$ cat src/rtl/position_sched.sv
// ----------------------------------------------------------------------------
// position_sched
//
// Scans one frame of candidate pixels. Each detected corner is stored in the
// next free slot of an external position register file. After the last pixel,
// the stored corners are drained in slot order through a valid/ready port.
//
// FSM: IDLE -> COLLECT -> (DRAIN) -> DONE -> IDLE
//
// Ports
//   clk, reset_n          rising-edge clock, asynchronous active-low reset
//   start                 one-cycle pulse, begins a frame scan (IDLE only)
//   pix_valid             ref_addr / mat_point / frame_end valid this cycle
//   ref_addr              address of the current candidate pixel
//   mat_point             current pixel is a corner
//   frame_end             current pixel is the last one of the frame
//   position              packed slots, slot 0 in the MSBs
//   out_ready             downstream accepts out_addr
//   wr_en/pos_addr/wr_addr    register-file write port (one pulse per corner)
//   pos_readen            register-file read enable (DRAIN)
//   out_valid/out_addr/out_idx   drained corner and its slot index
//   corner_cnt            corners stored this frame, 0..NUM_POS
//   overflow              sticky: a corner was dropped this frame
//   busy                  high outside IDLE
//   done                  one-cycle pulse at frame completion
// ----------------------------------------------------------------------------
module position_sched #(
    parameter int NUM_POS = 16,
    parameter int ADDR_W  = 15
) (
    input  logic                      clk,
    input  logic                      reset_n,
    input  logic                      start,
    input  logic                      pix_valid,
    input  logic [ADDR_W-1:0]         ref_addr,
    input  logic                      mat_point,
    input  logic                      frame_end,
    input  logic [NUM_POS*ADDR_W-1:0] position,
    input  logic                      out_ready,
    output logic                      wr_en,
    output logic [3:0]                pos_addr,
    output logic [ADDR_W-1:0]         wr_addr,
    output logic                      pos_readen,
    output logic                      out_valid,
    output logic [ADDR_W-1:0]         out_addr,
    output logic [3:0]                out_idx,
    output logic [4:0]                corner_cnt,
    output logic                      overflow,
    output logic                      busy,
    output logic                      done
);

    typedef enum logic [1:0] {
        IDLE    = 2'd0,
        COLLECT = 2'd1,
        DRAIN   = 2'd2,
        DONE    = 2'd3
    } stateT;

    stateT             state;
    stateT             nextState;
    logic              storeCorner;
    logic              dropCorner;
    logic              acceptOut;
    logic [ADDR_W-1:0] drainAddr;

    // ------------------------------------------------------------------
    // State register
    // ------------------------------------------------------------------
    // NOTE: sequential state uses non-blocking assignments so every flop
    // samples pre-edge values, independent of block evaluation order.
    always_ff @(posedge clk or negedge reset_n) begin
        if (!reset_n) begin
            state <= IDLE;
        end else begin
            state <= nextState;
        end
    end

    // ------------------------------------------------------------------
    // Next-state and per-cycle decisions
    // ------------------------------------------------------------------
    // NOTE: every signal written here gets a default first; a missing
    // assignment on any path would otherwise infer a latch.
    always_comb begin
        nextState   = state;
        storeCorner = 1'b0;
        dropCorner  = 1'b0;
        acceptOut   = 1'b0;
        unique case (state)
            IDLE: begin
                if (start) nextState = COLLECT;
            end
            COLLECT: begin
                if (pix_valid && mat_point) begin
                    if (corner_cnt < 5'(NUM_POS)) storeCorner = 1'b1;
                    else                          dropCorner  = 1'b1;
                end
                // The last pixel's own corner counts toward the drain decision.
                if (pix_valid && frame_end) begin
                    nextState = (storeCorner || corner_cnt != 5'd0) ? DRAIN : DONE;
                end
            end
            DRAIN: begin
                if (out_ready) begin
                    acceptOut = 1'b1;
                    if ({1'b0, out_idx} == corner_cnt - 5'd1) nextState = DONE;
                end
            end
            DONE: begin
                nextState = IDLE;
            end
            default: nextState = IDLE;
        endcase
    end

    // ------------------------------------------------------------------
    // Datapath registers
    // ------------------------------------------------------------------
    // NOTE: every control/data flop is reset so an abandoned frame leaves
    // no stale write strobe or count behind; the slot storage itself lives
    // outside this block.
    always_ff @(posedge clk or negedge reset_n) begin
        if (!reset_n) begin
            wr_en      <= 1'b0;
            pos_addr   <= '0;
            wr_addr    <= '0;
            out_idx    <= '0;
            corner_cnt <= '0;
            overflow   <= 1'b0;
        end else begin
            wr_en <= storeCorner;
            if (storeCorner) begin
                pos_addr   <= corner_cnt[3:0];
                wr_addr    <= ref_addr;
                corner_cnt <= corner_cnt + 5'd1;
            end
            if (dropCorner) overflow <= 1'b1;
            if (state == IDLE && start) begin
                corner_cnt <= '0;
                overflow   <= 1'b0;
                out_idx    <= '0;
            end
            if (acceptOut) out_idx <= out_idx + 4'd1;
        end
    end

    // ------------------------------------------------------------------
    // Drain read mux: slot i sits at bits [(NUM_POS-1-i)*ADDR_W +: ADDR_W]
    // ------------------------------------------------------------------
    always_comb begin
        drainAddr = '0;
        for (int i = 0; i < NUM_POS; i++) begin
            if (out_idx == 4'(i)) drainAddr = position[(NUM_POS-1-i)*ADDR_W +: ADDR_W];
        end
    end

    assign pos_readen = (state == DRAIN);
    assign out_valid  = (state == DRAIN);
    assign out_addr   = (state == DRAIN) ? drainAddr : '0;
    assign busy       = (state != IDLE);
    assign done       = (state == DONE);

endmodule
$ cat config.mk
export PLATFORM = sky130hd
export DESIGN_NAME = position_sched
export DESIGN_NICKNAME = d
export VERILOG_FILES = /design/src/rtl/position_sched.sv
export SDC_FILE = /design/constraint.sdc
export NUM_CORES = 1
export LEC_CHECK = 0
export BUFFER_PORTS_ARGS = -buffer_cell sky130_fd_sc_hd__buf_2
export CORE_AREA = 2 2 122 124
export DETAILED_ROUTE_END_ITERATION = 12
export DIE_AREA = 0 0 124 126
export PLACE_DENSITY = 0.7
export SLEW_MARGIN = 20
export SYNTH_ARGS = -nofsm -noshare
export SYNTH_HDL_FRONTEND = slang
export SYNTH_SLANG_ARGS = --single-unit
$ cat constraint.sdc
create_clock -name clk -period 4.85 [get_ports clk]
set_input_delay 0.7275 -clock clk [delete_from_list [all_inputs] [get_ports clk]]
set_output_delay 0.7275 -clock clk [all_outputs]
set_load 0.005 [all_outputs]
### After elaboration in Yosys (flattened, before gate mapping)

Cells that the tools add are included.

* bits in registers: 32
* input port bits: 262
* output and inout port bits: 49
* word-level logic and storage cells: 84

* add/subtract/negate cells: 3
* order comparisons: 1
* equality and inequality tests: 23
* muxes and demuxes: 38
* reductions and logical operators: 12

Operators by type and width (count)
* 2-to-1 mux 15 bit: 17
* == test 4 bit, second input constant: 8
* == test 4 x 3 -> 1 bit, second input constant: 4
* 2-to-1 mux 1 bit: 12
* 2-to-1 mux 5 bit: 2
* == test 4 x 2 -> 1 bit, second input constant: 2
* 2-to-1 mux 2 bit: 4
* 2-to-1 mux 4 bit: 2
* case mux 2 bit (4 select lines): 1
* nonzero test 2 bit: 4
* != test 2 bit, second input constant: 3
* adder 5 x 1 -> 5 bit, second input constant: 1
* == test 4 x 5 -> 1 bit: 1
* < comparator 5 bit, second input constant: 1
* nonzero test 5 bit: 1
* subtractor 5 x 1 -> 5 bit, second input constant: 1
* adder 4 x 1 -> 4 bit, second input constant: 1
* == test 2 bit, second input constant: 2
* == test 4 x 1 -> 1 bit, second input constant: 1
* logical NOT 4 bit: 1
* AND reduction 4 bit: 1
* logical AND 1 bit: 3
* == test 2 x 1 -> 1 bit, second input constant: 1
* logical NOT 2 bit: 1
* other kinds (2): 2

### Depth between registers and ports, before layout

* word-level depth: 18
* gate-level depth with buffers: 10
* depth with buffers taken out: 8

### Worst setup path after synthesis

OpenSTA, ideal clock, no wires.

* path kind: register to output
* start point: register out_idx[0]
* end point: output out_addr[10]
* arrival: 1984 ps
* data required time: 4123 ps
* path slack: 2138 ps
* cell stages (with the launch flop): 10
* buffers on the path: 3
* cells stage by stage: dfrtp_1 -> inv_1 -> ha_1 -> buf_2 -> clkbuf_1 -> nand3_1 -> clkbuf_1 -> nor2_1 -> o32a_1 -> nor2_1

* cells in the longest elaborated chain, start to end: 18
* elaborated cells on any way between the ends: 33
* classes of those cells: eq/ne: 15; mux: 17; reduce/logical: 1

RTL lines
* from (decl): line 46 `output logic [3:0] out_idx,`
* from (signal assigned): line 144 `if (acceptOut) out_idx <= out_idx + 4'd1;`
* logical NOT 4 bit: line 154 `if (out_idx == 4'(i)) drainAddr = position[(NUM_POS-1-i)*ADDR_W +: ADDR_W];`
* 2-to-1 mux 15 bit (15 in a row): line 154
* 2-to-1 mux 15 bit *: line 154
* 2-to-1 mux 15 bit *: line 160 `assign out_addr = (state == DRAIN) ? drainAddr : '0;`
* to (decl): line 45 `output logic [ADDR_W-1:0] out_addr,`

Every way passes the cells marked *; elsewhere a longest branch is shown, timed or not.

### Worst setup path after layout

* start point: register out_idx[1]
* end point: output out_addr[13]

Same word-level chain as after synthesis.

==> results.sh <==
export IMPL_yosys_register_bits=32
export IMPL_num_vias=5473
export IMPL_grt_max_degree=65
export IMPL_cts_hold_buffers=0
export IMPL_hold_viol=0
export IMPL_swShare_pct=47.6
export IMPL_max_freq_mhz=245
export IMPL_detail_route_vias_per_cell=5.43
export IMPL_regToRegSetupSlack_ps=1870
export IMPL_hold_path_class="flip-flop to flip-flop"
export IMPL_muxShareOfSynthArea_pct=0.292
export IMPL_synthCells=532
export IMPL_wl_um=20600
export IMPL_antenna_found_initial=18
export IMPL_power_density_nw_per_um2=477
export IMPL_reg2reg_depth=8
export IMPL_pwr_share_clk_pct=13.1
export IMPL_grt_pass1_vias=5261
export IMPL_p_comb_share_pct=70.6
export IMPL_fin_skew_ps=4.24
export IMPL_yosys_area_share_simple_pct=27.4
export IMPL_r2r_start="state[1]"
export IMPL_cts_tree="done"
export IMPL_area_growth_pct=47.0
export IMPL_crit_type="flip-flop to primary output"
export IMPL_synth_area_top_cells="dfrtp_1 (21%), nand2_1 (8.7%), nand3b_1 (5.8%)"
export IMPL_synth_edf_count=0
export IMPL_globalplace_congestion=0.905
export IMPL_grt_usage_pct=24.7
export IMPL_finalSetupTns_ps=0
export IMPL_status="finished clean"
export IMPL_yosysMostFrequentCell="nand2_1"
export IMPL_wire_per_inst_um=20.4
export IMPL_gr_total_overflow=0
export IMPL_pin_count=311
export IMPL_ir_drop_mv=0.316
export IMPL_reg2reg_to="corner_cnt[3]"
export IMPL_dp_hpwl_um=16300
export IMPL_cts_max_level=2
export IMPL_synth_ff_type="dfrtp_1"
export IMPL_async_reset_ff_share_pct=100
export IMPL_synthAdderAreaFrac_pct=3.56
export IMPL_drive_above_1_share_pct=42.7
export IMPL_dp_slack_ps=1100
export IMPL_port_buffer_count=310
export IMPL_cts_buffer_depth=2
export IMPL_chipHeight_um=126
export IMPL_root_buffer="clkbuf_16"
export IMPL_switchingPower_mw=1.29
export IMPL_cp_end_kind="primary output"
export IMPL_slew_violations=0
export IMPL_synth_common_cells="nand2_1 (90), nor2_1 (39), clkbuf_1 (33)"
export IMPL_crit_end="out_addr[13]"
export IMPL_ant_nets=0
export IMPL_synth_top_cell_by_area="dfrtp_1"
export IMPL_fin_crit_sh_pct=84.1
export IMPL_core_um2=14300
export IMPL_synth_top_area_share_pct=20.7
export IMPL_grt_first_pass_wirelength_um=29200
export IMPL_firstDrtPassIters=5
export IMPL_layout_setup_ws_ps=769
export IMPL_min_period_ps=4080
export IMPL_synth_compound_area_share_pct=37.8
export IMPL_worst_pin_slew_ps=1020
export IMPL_final_util_pct=39.7
export IMPL_rows=44
export IMPL_netlist_area_um2=3860
export IMPL_start_kind="flip-flop"
export IMPL_synth_warnings=0
export IMPL_yosysUniqueCellTypes=52
export IMPL_synth_xor_area_share_pct=2.04
export IMPL_cts_sinks=32
export IMPL_drtIter0Drc=288
export IMPL_internal_power_mw=1.42
export IMPL_avgSynthCellArea_um2=7.26
export IMPL_seqPwrFrac_pct=16.2
export IMPL_drcViolationCount=0
export IMPL_synth_fp_nets=805
export IMPL_dieArea_um2=15600
export IMPL_ys_seq_area_share_pct=20.7
export IMPL_rsz0062_at_grt="no"
export IMPL_required_ps=4120
export IMPL_timing_max_cap_violations=0
export IMPL_clock_latency_ps=280
export IMPL_leakagePower_nw=2.71
export IMPL_maxSlewHeadroom_pct=32.3
export IMPL_final_nets=1076
export IMPL_start_util_pct=27.0
export IMPL_cp_arrival_ps=3350
export IMPL_crit_path_start="out_idx[1]"
export IMPL_worst_path_max_fanout=34
export IMPL_ctsResizeCount=0
export IMPL_cts_made_buffers=5
export IMPL_post_cts_buffers=0
export IMPL_setup_viol=0
export IMPL_path_clk_slew_ps=50
export IMPL_fp_dieW_um=124
export IMPL_synth_top_family_by_area="compound AO/OA/AOI/OAI gates"
==> how the worst min path moves through the flow <==
| stage | slack, ps | end | cells after the start | startpoint |
|---|---|---|---|---|
| 6_report | 470 | wr_addr[10] | 2 | wr_addr[10] |
| 5_1_grt | 490 | wr_addr[1] | 2 | wr_addr[1] |
| 4_1_cts | 470 | wr_addr[8] | 2 | wr_addr[8] |
| 3_5_place_dp | 460 | wr_addr[9] | 2 | wr_addr[9] |
| 3_3_place_gp | 450 | wr_addr[6] | 2 | wr_addr[6] |
| 2_1_floorplan | 430 | corner_cnt[0] | 0 | reset_n |
==> layer usage <==
| metal | vias up | global-route usage (%) | share of wire (%) |
|---|---|---|---|
| li1 | 2580 | - | - |
| met4 | 6 | 11.5 | 3.6 |
| met3 | 49 | 5.53 | 8.2 |
| met2 | 284 | 44.6 | 51 |
| met5 | - | 0 | 0.17 |
| met1 | 2554 | 27.0 | 37 |
==> layout make-up <==
cell class                      count  area [um^2]
Clock buffer                        6          129
Multi-Input combinational cell    430         2760
Sequential cell                    32          801
Tap cell                          184          230
Fill cell                        1555         8640
Timing Repair Buffer              320         1630
Inverter                           14         52.6
Clock inverter                      2         35.0
Antenna cell                       19         47.5
==> state kept, by name (all words and copies together), names as in the netlist <==
register and count:
corner_cnt 5, out_idx 4, overflow 1, pos_addr 4, state 2, wr_addr 15
wr_en 1
==> metrics by stage <==
| step | hold WS (ps) | total power, mW | area (um^2) | std cells |
|---|---|---|---|---|
| floorplan | 432 | 1.71 | 3860 | 532 |
| global route | 490 | 2.90 | 5660 | 1000 |
| finish | 468 | 2.71 | 5680 | 1007 |
| detailed placement | 458 | 2.35 | 5470 | 980 |
| global placement | 454 | 2.33 | 5470 | 980 |
| CTS | 471 | 2.71 | 5630 | 988 |
==> critical path, cell delays in order (launching register included) <==
cell       delay, ps
dfrtp_1          500
ha_1             420
buf_4            390
nor3b_2          780
a22o_1           250
a211oi_1          50
a2111oi_1        360
a211o_1          200
buf_2            120
==> logic make-up (layout without fill, tap and decap cells) <==
family                   Yosys count  count (layout)
AND/OR/NAND/NOR                  215             215
AO/OA/AOI/OAI                    194             194
buffers and inverters             70             342
flip-flops                        32              32
adder cells (fa/ha/maj)           11              11
XOR/XNOR                           9               9
multiplexers                       1               1
other                              0              19
==> power by group through the flow <==
| stage | logic (mW) | clock network, mW | registers (mW) |
|---|---|---|---|
| final | 1.91 | 0.356 | 0.440 |
| after global routing | 2.08 | 0.370 | 0.452 |
| after CTS | 1.91 | 0.360 | 0.440 |
| after detailed placement | 1.90 | 0 | 0.440 |
| after global placement | 1.89 | 0 | 0.439 |
| after floorplan | 1.27 | 0 | 0.435 |
==> cell usage in the layout (no fill, tap or decap), types with 2 or more instances in the layout <==
master,netlist,routed
ha_2,0,3
a211oi_1,5,5
inv_1,13,13
a221oi_1,16,16
a21oi_1,23,23
nand3b_1,30,30
diode_2,0,19
nor3_1,3,3
xor2_1,6,6
and3_1,2,2
o221ai_1,15,15
a211oi_2,10,10
a211o_1,2,2
dfrtp_1,32,32
buf_2,13,310
a22o_1,13,13
ha_1,11,8
a31oi_1,13,13
buf_4,5,10
a22oi_1,2,2
o32a_1,13,13
o22a_1,14,14
o21ai_0,24,24
xnor2_1,3,3
nor4_1,12,12
nand2b_1,4,4
nand4_1,4,4
o22ai_1,28,28
nor2b_1,16,16
nor2_1,39,39
nand2_1,90,90
nand3_1,9,9
o211ai_1,3,3
nor3b_2,2,2
clkbuf_16,0,5
o31ai_1,2,2
a2bb2oi_1,2,2
Note: power is estimated with default switching activity, not from simulation.
